==> src/rtl/serial_cmp_ctrl.sv <==
// Bit-serial MSB-first compare sequencer driving one registered 1-bit comparator.
// Stops at the first differing bit and reports gt/ls/eq/err plus the bit count.
module serial_cmp_ctrl #(
  parameter int WIDTH = 8,
  parameter int CW    = $clog2(WIDTH + 1)
) (
  input  logic             clk,
  input  logic             rst,
  input  logic             start,
  input  logic [WIDTH-1:0] op_a,
  input  logic [WIDTH-1:0] op_b,
  output logic             busy,
  output logic             done,
  output logic             gt,
  output logic             ls,
  output logic             eq,
  output logic             err,
  output logic [CW-1:0]    bits_used,
  output logic             cmp_a,
  output logic             cmp_b,
  input  logic             cmp_gt,
  input  logic             cmp_ls,
  input  logic             cmp_eq,
  output logic [1:0]       dbg_state
);

  // Handshake: start is taken only while busy=0; busy stays high until the
  // one-cycle done pulse, during which the result registers are valid.
  typedef enum logic [1:0] {IDLE = 2'd0, RUN = 2'd1, LAST = 2'd2, DONE = 2'd3} state_t;

  localparam logic [CW-1:0] LSB_IDX = CW'(WIDTH - 1);

  state_t           state_q;
  logic [WIDTH-1:0] sa_q, sb_q;
  logic [CW-1:0]    cnt_q;
  logic             gt_q, ls_q, eq_q, err_q;
  logic [CW-1:0]    bits_q;
  logic             one_hot;

  // Exactly one comparator flag raised; anything else is a protocol violation.
  assign one_hot = (cmp_gt ^ cmp_ls ^ cmp_eq) & ~(cmp_gt & cmp_ls & cmp_eq);

  always_ff @(posedge clk) begin
    if (!rst) begin
      state_q <= IDLE;
      sa_q    <= '0;
      sb_q    <= '0;
      cnt_q   <= '0;
      gt_q    <= 1'b0;
      ls_q    <= 1'b0;
      eq_q    <= 1'b0;
      err_q   <= 1'b0;
      bits_q  <= '0;
    end else begin
      case (state_q)
        IDLE: begin
          if (start) begin
            sa_q    <= op_a;
            sb_q    <= op_b;
            cnt_q   <= '0;
            state_q <= RUN;
          end
        end
        RUN: begin
          sa_q  <= {sa_q[WIDTH-2:0], 1'b0};
          sb_q  <= {sb_q[WIDTH-2:0], 1'b0};
          cnt_q <= cnt_q + CW'(1);
          if (cnt_q != '0 && !one_hot) begin
            gt_q    <= 1'b0;
            ls_q    <= 1'b0;
            eq_q    <= 1'b0;
            err_q   <= 1'b1;
            bits_q  <= cnt_q;
            state_q <= DONE;
          end else if (cnt_q != '0 && !cmp_eq) begin
            gt_q    <= cmp_gt;
            ls_q    <= cmp_ls;
            eq_q    <= 1'b0;
            err_q   <= 1'b0;
            bits_q  <= cnt_q;
            state_q <= DONE;
          end else if (cnt_q == LSB_IDX) begin
            state_q <= LAST;
          end
        end
        LAST: begin
          gt_q    <= one_hot & cmp_gt;
          ls_q    <= one_hot & cmp_ls;
          eq_q    <= one_hot & cmp_eq;
          err_q   <= ~one_hot;
          bits_q  <= CW'(WIDTH);
          state_q <= DONE;
        end
        DONE: state_q <= IDLE;
        default: state_q <= IDLE;
      endcase
    end
  end

  assign busy      = (state_q != IDLE);
  assign done      = (state_q == DONE);
  assign cmp_a     = (state_q == RUN) ? sa_q[WIDTH-1] : 1'b0;
  assign cmp_b     = (state_q == RUN) ? sb_q[WIDTH-1] : 1'b0;
  assign gt        = gt_q;
  assign ls        = ls_q;
  assign eq        = eq_q;
  assign err       = err_q;
  assign bits_used = bits_q;
  assign dbg_state = state_q;

endmodule

==> config.mk <==
export PLATFORM = sky130hd
export DESIGN_NAME = serial_cmp_ctrl
export DESIGN_NICKNAME = d
export VERILOG_FILES = /design/src/rtl/serial_cmp_ctrl.sv
export SDC_FILE = /design/constraint.sdc
export NUM_CORES = 1
export LEC_CHECK = 0
export CAP_MARGIN = 20
export CORE_MARGIN = 2
export CORE_UTILIZATION = 49
export DETAILED_ROUTE_END_ITERATION = 6
export PLACE_DENSITY = 0.82
export REMOVE_ABC_BUFFERS = 1
export SLEW_MARGIN = 25
export SYNTH_ARGS = -nofsm -noshare
export SYNTH_HDL_FRONTEND = slang
export SYNTH_SLANG_ARGS = --single-unit
export TNS_END_PERCENT = 50
==> constraint.sdc <==
create_clock -name clk -period 2 [get_ports clk]
set_clock_uncertainty 0.1 [all_clocks]
set_input_delay 0.2 -clock clk [delete_from_list [all_inputs] [get_ports clk]]
set_output_delay 0.2 -clock clk [all_outputs]
set_load 0.005 [all_outputs]
==> impl_metrics.tcl, run 1 <==
set metrics [dict create \
    powerDensity_mw_per_mm2 1380 \
    totalWireLength_mm 3.21 \
    final.period_utilization_pct 95.8 \
    cp-end-kind "output pin" \
    vdd_drop_max_v 0.000893 \
    max_freq_ghz 0.522 \
    grt_usage_pct 19.6 \
    first_global_vias 1247 \
    synth_top_flop_cell "dfxtp_1" \
    arrival_ps 1620 \
    area_growth_pct 36.2 \
    grt_max_degree 29 \
    setup-violations-final 0 \
    worstPathRequired_ps 1700 \
    avgSynthCellArea_um2 9.20 \
    cts_made_buffers 5 \
    status "complete, no violations" \
    grt_pass1_wl_mm 5.20 \
    synth_edf_count 0 \
    grt_overflow 0 \
    drive_gt1_share_pct 10.9 \
    fillers 239 \
    p_leak_uw 0.000760 \
    synth_seq_cells 30 \
    hold_violations 0 \
    slew_headroom_pct 54.3 \
    whs_ps 360 \
    hold_class "reg -> reg" \
    cts_tree "yes" \
    vias 1321 \
    worstMarginPinSlew_ps 678 \
    dieHeight_um 59.1 \
    clk_pin_slew_ps 90 \
    firstDrtPassIters 5 \
    post-place-cells 227 \
    syn_inst 162 \
    clockBufferDepth 2 \
    maxSlewViolCount 0 \
    nets 231 \
    seq_area_um2 604 \
    yosysWarnings 0 \
    wl_met3_um 137 \
    coreArea_mm2 0.00298 \
    clock-sinks 30 \
    layout.cells.non_filler 235 \
    via_per_inst 5.62 \
    multi_input_area_um2 823 \
    antenna_found_initial 0 \
    drc 0 \
    yosys.area.top_type "dfxtp_1" \
    die-area_mm2 0.00350 \
    drtIter0Drc 37 \
    start_util_pct 50.0 \
    wl_met1_mm 1.34 \
    cp-start-kind "flip-flop" \
    ys_types 35 \
    async_flop_share_pct 0 \
    die_x_um 59.1 \
    synthTopCellsByArea "dfxtp_1 (40%), mux2i_1 (10%), a211oi_1 (7.1%)" \
    highest_layer "met4" \
    fin_crit_ps 1920 \
    post_drt_wl_per_cell_um 13.7 \
    path_class "reg -> out" \
    gp_congestion 0.839 \
    row_count 20 \
    maxCapViolCount 0 \
    netlist_area_mm2 0.00149 \
    ant_nets 0 \
    synth_top_area_share_pct 40.3 \
    synth_seq_area_share_pct 40.3 \
    post-cts-setup-buffer-count 0 \
    h-tree-depth 2 \
    dp_hpwl_mm 2.29 \
    port_buffers 35 \
    path_max_fanout 10 \
    met2_length_mm 1.68 \
    ioPinCount 36 \
    antennaDiodeCount 0 \
    rsz0062_at_grt "no" \
    root_buffer "clkbuf_4" \
    clock_latency_ps 320 \
]
power by group:
part | total [uW] | switching (uW) | internal [uW]
sequential | 929 | 119 | 810
combinational | 1380 | 660 | 716
clock | 495 | 204 | 291
cell usage in the layout (no fill, tap or decap), types with 2 or more instances in the layout:
cell / count
or3b_4: 2
a22oi_1: 7
a21oi_1: 4
mux2i_1: 15
a31oi_1: 2
nor2_1: 24
clkbuf_4: 5
nor3b_1: 3
and2_1: 3
clkdlybuf4s50_1: 35
buf_12: 2
dfxtp_1: 29
nand3_1: 3
nand2_1: 8
nand2b_1: 3
o21ai_0: 6
buf_4: 3
inv_1: 7
ha_1: 5
a211oi_1: 14
critical path, cell delays in order, from the launching register on:
cell and delay, ps:
dfxtp_1 350, inv_2 60, ha_4 170, buf_12 140
and2_1 150, clkdlybuf4s50_1 440
kinds of logic after synthesis:
kind of cell	after synthesis	synth area share, %
mux	15	10.1
simple gates	53	18.1
buf+inv	17	5.88
fa+ha+maj	7	5.88
flops	30	40.3
compound gates	40	19.7
flip-flops by register name, summed over array words and instances, names as in the netlist:
register	cells
sa_q	8
dbg_state	2
bits_used	4
eq	1
cnt_q	4
sb_q	8
ls	1
gt	1
err	1
per-stage QoR:
stage	instance area, um^2	utilization, %	worst slack (ps)	total power (uW)	setup TNS (ps)
2_1_floorplan	1440	-	-293	1720	-6290
3_3_place_gp	1890	63.5	-68.6	2140	-172
3_5_place_dp	1890	63.5	-137	2200	-859
4_1_cts	2020	67.8	5.62	2800	0
5_1_grt	2030	68.2	4.91	2990	0
6_report	2030	68.2	83.3	2800	0
metal layers:
layer | vias up | global-route usage (%)
met5 | - | 0
li1 | 662 | -
met1 | 619 | 22.0
met2 | 32 | 33.7
met4 | 0 | 11.4
met3 | 8 | 4.59
synth_stat cells (3+ instances only):
master     n
ha_1       7
nand3_1    3
inv_1      8
a211oi_1  14
a21oi_1    4
clkbuf_1   3
o21ai_0    6
a22oi_1    7
nor2_1    24
nor3b_1    3
nand2_1    8
dfxtp_1   30
nand2b_1   3
and2_1     3
mux2i_1   15
final cells by class:
cell class | instances | area share [%]
repair buffers | 41 | 21.9
flip-flops and latches | 30 | 29.8
multi-input cells | 115 | 40.6
clock inverters | 1 | 1.48
well taps | 33 | 2.03
clock buffers | 6 | 2.53
inverters | 9 | 1.66
what timing repair did:
item                                    CTS  global route
endpoints found under the hold margin     0             0
hold buffers                              0             0
gates cloned                              1             0
resized for setup                         3             4
endpoints found under the setup margin    3             7
pin swaps                                 0             0
worst paths after layout:
kind         depth (start not counted)               to                       from  slack [ps]
max reg2reg                          6  gt$_SDFFE_PN0P_  dbg_state[0]$_SDFFE_PN0P_         230
min reg2reg                          2  ls$_SDFFE_PN0P_            ls$_SDFFE_PN0P_         360
max                                  5            cmp_b  dbg_state[1]$_SDFFE_PN0P_          80
min                                  2  ls$_SDFFE_PN0P_            ls$_SDFFE_PN0P_         360
Note: power is estimated with default switching activity, not from simulation.
==> run 2: changes to the inputs <==
--- a/config.mk
+++ b/config.mk
@@ -6,8 +6,10 @@
 export NUM_CORES = 1
 export LEC_CHECK = 0
 export CAP_MARGIN = 20
+export CORE_ASPECT_RATIO = 1.1
 export CORE_MARGIN = 2
 export CORE_UTILIZATION = 49
+export CTS_CLUSTER_DIAMETER = 200
 export DETAILED_ROUTE_END_ITERATION = 6
 export PLACE_DENSITY = 0.82
 export REMOVE_ABC_BUFFERS = 1
==> impl_metrics.tcl, run 2 (synthesized netlist as in run 1, its figures left out) <==
set metrics [dict create \
    worstMarginPinSlew_ps 641 \
    gp_congestion 0.793 \
    dieHeight_um 61.8 \
    antenna_found_initial 0 \
    grt_overflow 0 \
    clk_pin_slew_ps 90 \
    grt_max_degree 29 \
    mostFrequentLayoutCell "clkdlybuf4s50_1" \
    cp_top_family "buffers and inverters" \
    cts_tree "yes" \
    fin_area_mm2 0.00197 \
    clock-sinks 30 \
    r2r_start "dbg_state[1]$_SDFFE_PN0P_" \
    nets 231 \
    drtIter0Drc 24 \
    path_buf_inv 3 \
    grt_pass1_wl_mm 5.24 \
    reg_top3 "sa_q x8, sb_q x8" \
    clock_latency_ps 320 \
    powerDensity_mw_per_mm2 1310 \
    die-area_mm2 0.00350 \
    final_cell_mix "clkdlybuf4s50_1 (34), dfxtp_1 (29), nor2_1 (24), mux2i_1 (15), a211oi_1 (14)" \
    first_global_vias 1266 \
    firstDrtPassIters 4 \
    max_freq_ghz 0.509 \
    antennaDiodeCount 0 \
    coreArea_mm2 0.00297 \
    status "complete, no violations" \
    dp_hpwl_mm 2.40 \
    area_growth_pct 31.9 \
    fillers 250 \
    maxCapViolCount 0 \
    row_count 21 \
    path_max_fanout 13 \
    arrival_ps 1670 \
    totalWireLength_mm 3.21 \
    whs_ps 366 \
    cp-start-kind "flip-flop" \
    hold_class "reg -> reg" \
    cts_made_buffers 5 \
    startpoint "dbg_state[1]$_SDFFE_PN0P_" \
    vdd_drop_max_v 0.000913 \
    hold_violations 0 \
    cts_hold_buffers 0 \
    cp_num_cells 5 \
    vias 1320 \
    drive_gt1_share_pct 9.85 \
    ant_nets 0 \
    p_leak_uw 0.000756 \
    via_per_inst 5.57 \
    maxSlewViolCount 0 \
    start_util_pct 50.2 \
    root_buffer "clkbuf_4" \
    path_class "reg -> out" \
    grt_usage_pct 18.9 \
    dpl-instance-area_mm2 0.00189 \
    ioPinCount 36 \
    post-place-cells 229 \
    min_from "ls$_SDFFE_PN0P_" \
    worstPathRequired_ps 1700 \
    cp-end-kind "output pin" \
    cp_slowest_cell "clkdlybuf4s50_1" \
    rsz0062_at_grt "yes" \
    post-cts-setup-buffer-count 0 \
    h-tree-depth 2 \
    setup-violations-final 0 \
    reg2reg_depth 7 \
    cp_slowest_stage_delay_ps 480 \
    fin_crit_ps 1970 \
    layout.cells.non_filler 237 \
    path_cells "inv_1 -> ha_1 -> buf_6 -> and2_4 -> clkdlybuf4s50_1" \
    slew_headroom_pct 56.8 \
    final.period_utilization_pct 98.3 \
    clockBufferDepth 2 \
    drc 0 \
    post_drt_wl_per_cell_um 13.6 \
    port_buffers 35 \
    die_x_um 56.6 \
    final_core_util_pct 66.2 \
    hold_path_depth 2 \
]
## run 2: cell types whose count changed in the layout (fill, tap and decap cells not counted), sizes merged
| cell | before | now |
|---|---|---|
| bufinv | 1 | 0 |
| buf | 5 | 6 |
| clkdlybuf4s50 | 35 | 34 |
| clkbuf | 6 | 7 |
| bufbuf | 1 | 0 |
| dlymetal6s2s | 0 | 1 |
| clkinv | 1 | 2 |
## run 2: area by class of cell
cell class / count / area [um^2] / area share, %
clock inverters: 1 / 5.00 / 0.255
repair buffers: 41 / 414 / 21.1
flip-flops and latches: 30 / 604 / 30.7
inverters: 9 / 33.8 / 1.72
well taps: 34 / 42.5 / 2.16
clock buffers: 7 / 55.1 / 2.80
multi-input cells: 115 / 811 / 41.2
## run 2: through the flow
stage,power [uW],setup TNS (ps),setup slack [ps]
final,2570,0,33.9
after detailed placement,2190,-857,-136
after floorplan,1720,-6290,-293
after global placement,2120,-181,-69.8
after global routing,2770,-37.9,-33.1
after CTS,2570,0,23.5
## run 2: where the power goes
part | leakage (uW) | internal, uW | switching [uW]
sequential | 0.000247 | 810 | 114
clock | 0.0000353 | 170 | 206
combinational | 0.000474 | 624 | 651
total | 0.000756 | 1600 | 970
## run 2: worst reg2reg max path, delay by kind of cell, from the launching register on
| family | cells | cell delay [ps] |
|---|---|---|
| buffers and inverters | 2 | 210 |
| adders and majority gates | 1 | 180 |
| DFF | 1 | 340 |
| and+or+nand+nor | 1 | 280 |
| AOI/OAI and AO/OA | 3 | 630 |
## run 2: what timing repair did
item | CTS | global route
hold endpoints to repair | 0 | 0
endpoints found under the setup margin | 3 | 7
resized for setup | 2 | 4
## run 2: metal layers
metal | vias to the layer above | GRT usage (%) | routed length, um
li1 | 659 | - | -
met3 | 4 | 4.76 | 146
met1 | 616 | 21.8 | 1360
met2 | 41 | 34.4 | 1680
met4 | 0 | 6.80 | 29
met5 | - | 0 | 0
## run 2: path summary, 6_finish.rpt
| path | end | slack (ps) |
|---|---|---|
| worst min register to register | ls$_SDFFE_PN0P_ | 370 |
| worst min-delay path | ls$_SDFFE_PN0P_ | 370 |
| worst max-delay path | cmp_b | 30 |
| worst max register to register | ls$_SDFFE_PN0P_ | 190 |
==> run 3: changes to the inputs <==
==> constraint.sdc (replaced) <==
create_clock -name clk -period 2.2 [get_ports clk]
set_clock_uncertainty 0.1 [all_clocks]
set_input_delay 0.22 -clock clk [delete_from_list [all_inputs] [get_ports clk]]
set_output_delay 0.22 -clock clk [all_outputs]
set_load 0.005 [all_outputs]
==> impl_metrics.tcl, run 3 (synthesized netlist as in run 1, its figures left out) <==
set metrics [dict create \
    status "complete, no violations" \
    fin_crit_ps 2100 \
    final_cell_mix "clkdlybuf4s50_1 (35), dfxtp_1 (30), nor2_1 (24), mux2i_1 (15), a211oi_1 (14)" \
    via_per_inst 5.67 \
    fillers 259 \
    vdd_drop_max_v 0.000814 \
    drive_gt1_share_pct 8.46 \
    worstPathRequired_ps 1880 \
    antennaDiodeCount 0 \
    drc 0 \
    cts_tree "yes" \
    drtIter0Drc 52 \
    reg_top3 "sa_q x8, sb_q x8" \
    totalWireLength_mm 3.34 \
    antenna_found_initial 0 \
    powerDensity_mw_per_mm2 1230 \
    nets 230 \
    port_buffers 35 \
    coreArea_mm2 0.00297 \
    grt_overflow 0 \
    rsz0062_at_grt "yes" \
    root_buffer "clkbuf_4" \
    h-tree-depth 2 \
    setup-violations-final 0 \
    vias 1332 \
    dieHeight_um 61.8 \
    gp_congestion 0.775 \
    ff2ff_setup_slack_ps 190 \
    mostFrequentLayoutCell "clkdlybuf4s50_1" \
    clock-sinks 30 \
    hold_violations 0 \
    hold_class "reg -> reg" \
    whs_ps 364 \
    fin_area_mm2 0.00196 \
    path_cells "inv_1 -> ha_1 -> inv_1 -> clkdlybuf4s50_1" \
    dp_hpwl_mm 2.42 \
    cp_slowest_stage_delay_ps 500 \
    ioPinCount 36 \
    post_drt_wl_per_cell_um 14.2 \
    arrival_ps 1780 \
    die_x_um 56.6 \
    path_max_fanout 8 \
    grt_pass1_wl_mm 5.21 \
    worstMarginPinSlew_ps 628 \
    maxCapViolCount 0 \
    cp-end-kind "output pin" \
    dpl-instance-area_mm2 0.00187 \
    ant_nets 0 \
    seq_area_um2 601 \
    slew_headroom_pct 57.5 \
    path_class "reg -> out" \
    cp-start-kind "flip-flop" \
    row_count 21 \
    clockBufferDepth 2 \
    clk_pin_slew_ps 90 \
    maxSlewViolCount 0 \
    clock_latency_ps 320 \
    multi_input_area_um2 815 \
    cts_made_buffers 5 \
    grt_max_degree 29 \
    start_util_pct 50.2 \
    p_leak_uw 0.000734 \
    path_common_cell "inv_1" \
    first_global_vias 1210 \
    die-area_mm2 0.00350 \
    firstDrtPassIters 4 \
    cp_slowest_cell "clkdlybuf4s50_1" \
    grt_usage_pct 19.7 \
    max_freq_ghz 0.477 \
    final.period_utilization_pct 95.4 \
    area_growth_pct 31.6 \
]
run 3: cell type report:
class	instances	share of cell area, %
Multi-Input combinational cell	115	41.5
Sequential cell	30	30.6
Inverter	9	1.72
Clock inverter	1	1.53
Tap cell	34	2.17
Clock buffer	6	2.62
Timing Repair Buffer	40	19.8
run 3: path summary, 6_finish.rpt:
kind,depth (start not counted),from,endpoint
setup / recovery,4,dbg_state[0]$_SDFFE_PN0P_,busy
hold / removal,2,ls$_SDFFE_PN0P_,ls$_SDFFE_PN0P_
setup reg to reg,7,dbg_state[0]$_SDFFE_PN0P_,sa_q[4]$_SDFFE_PN0P_
hold reg to reg,2,ls$_SDFFE_PN0P_,ls$_SDFFE_PN0P_
run 3: critical path: cells and delay by family (launching register included):
family,cells,cell delay [ps]
adder cells (fa/ha/maj),1,300
buffers and inverters,3,710
flip-flops,1,450
run 3: power by group:
part | internal [uW] | switching, uW
clock network | 264 | 189
logic | 531 | 576
registers | 732 | 118
run 3: what timing repair did:
item	in CTS	in global routing
hold buffers	0	0
setup buffers	0	0
endpoints found under the setup margin	6	7
gates resized for setup	1	2
run 3: per-stage QoR:
step	TNS, ps	setup WS [ps]	std cells	util [%]	total power (uW)
final	0	101	235	66.0	2410
after global routing	-22.2	-22.2	235	66.0	2590
after CTS	0	40.5	235	65.7	2400
after detailed placement	0	39.2	228	62.9	1930
after global placement	0	104	228	62.9	1870
after floorplan	-1300	-92.5	154	-	1560
run 3: per-layer routing:
layer  track usage, %  part of all wire, %
met5                0                    0
met4             7.48                  1.8
met3             7.25                  4.8
met2             36.2                   53
met1             21.0                   40
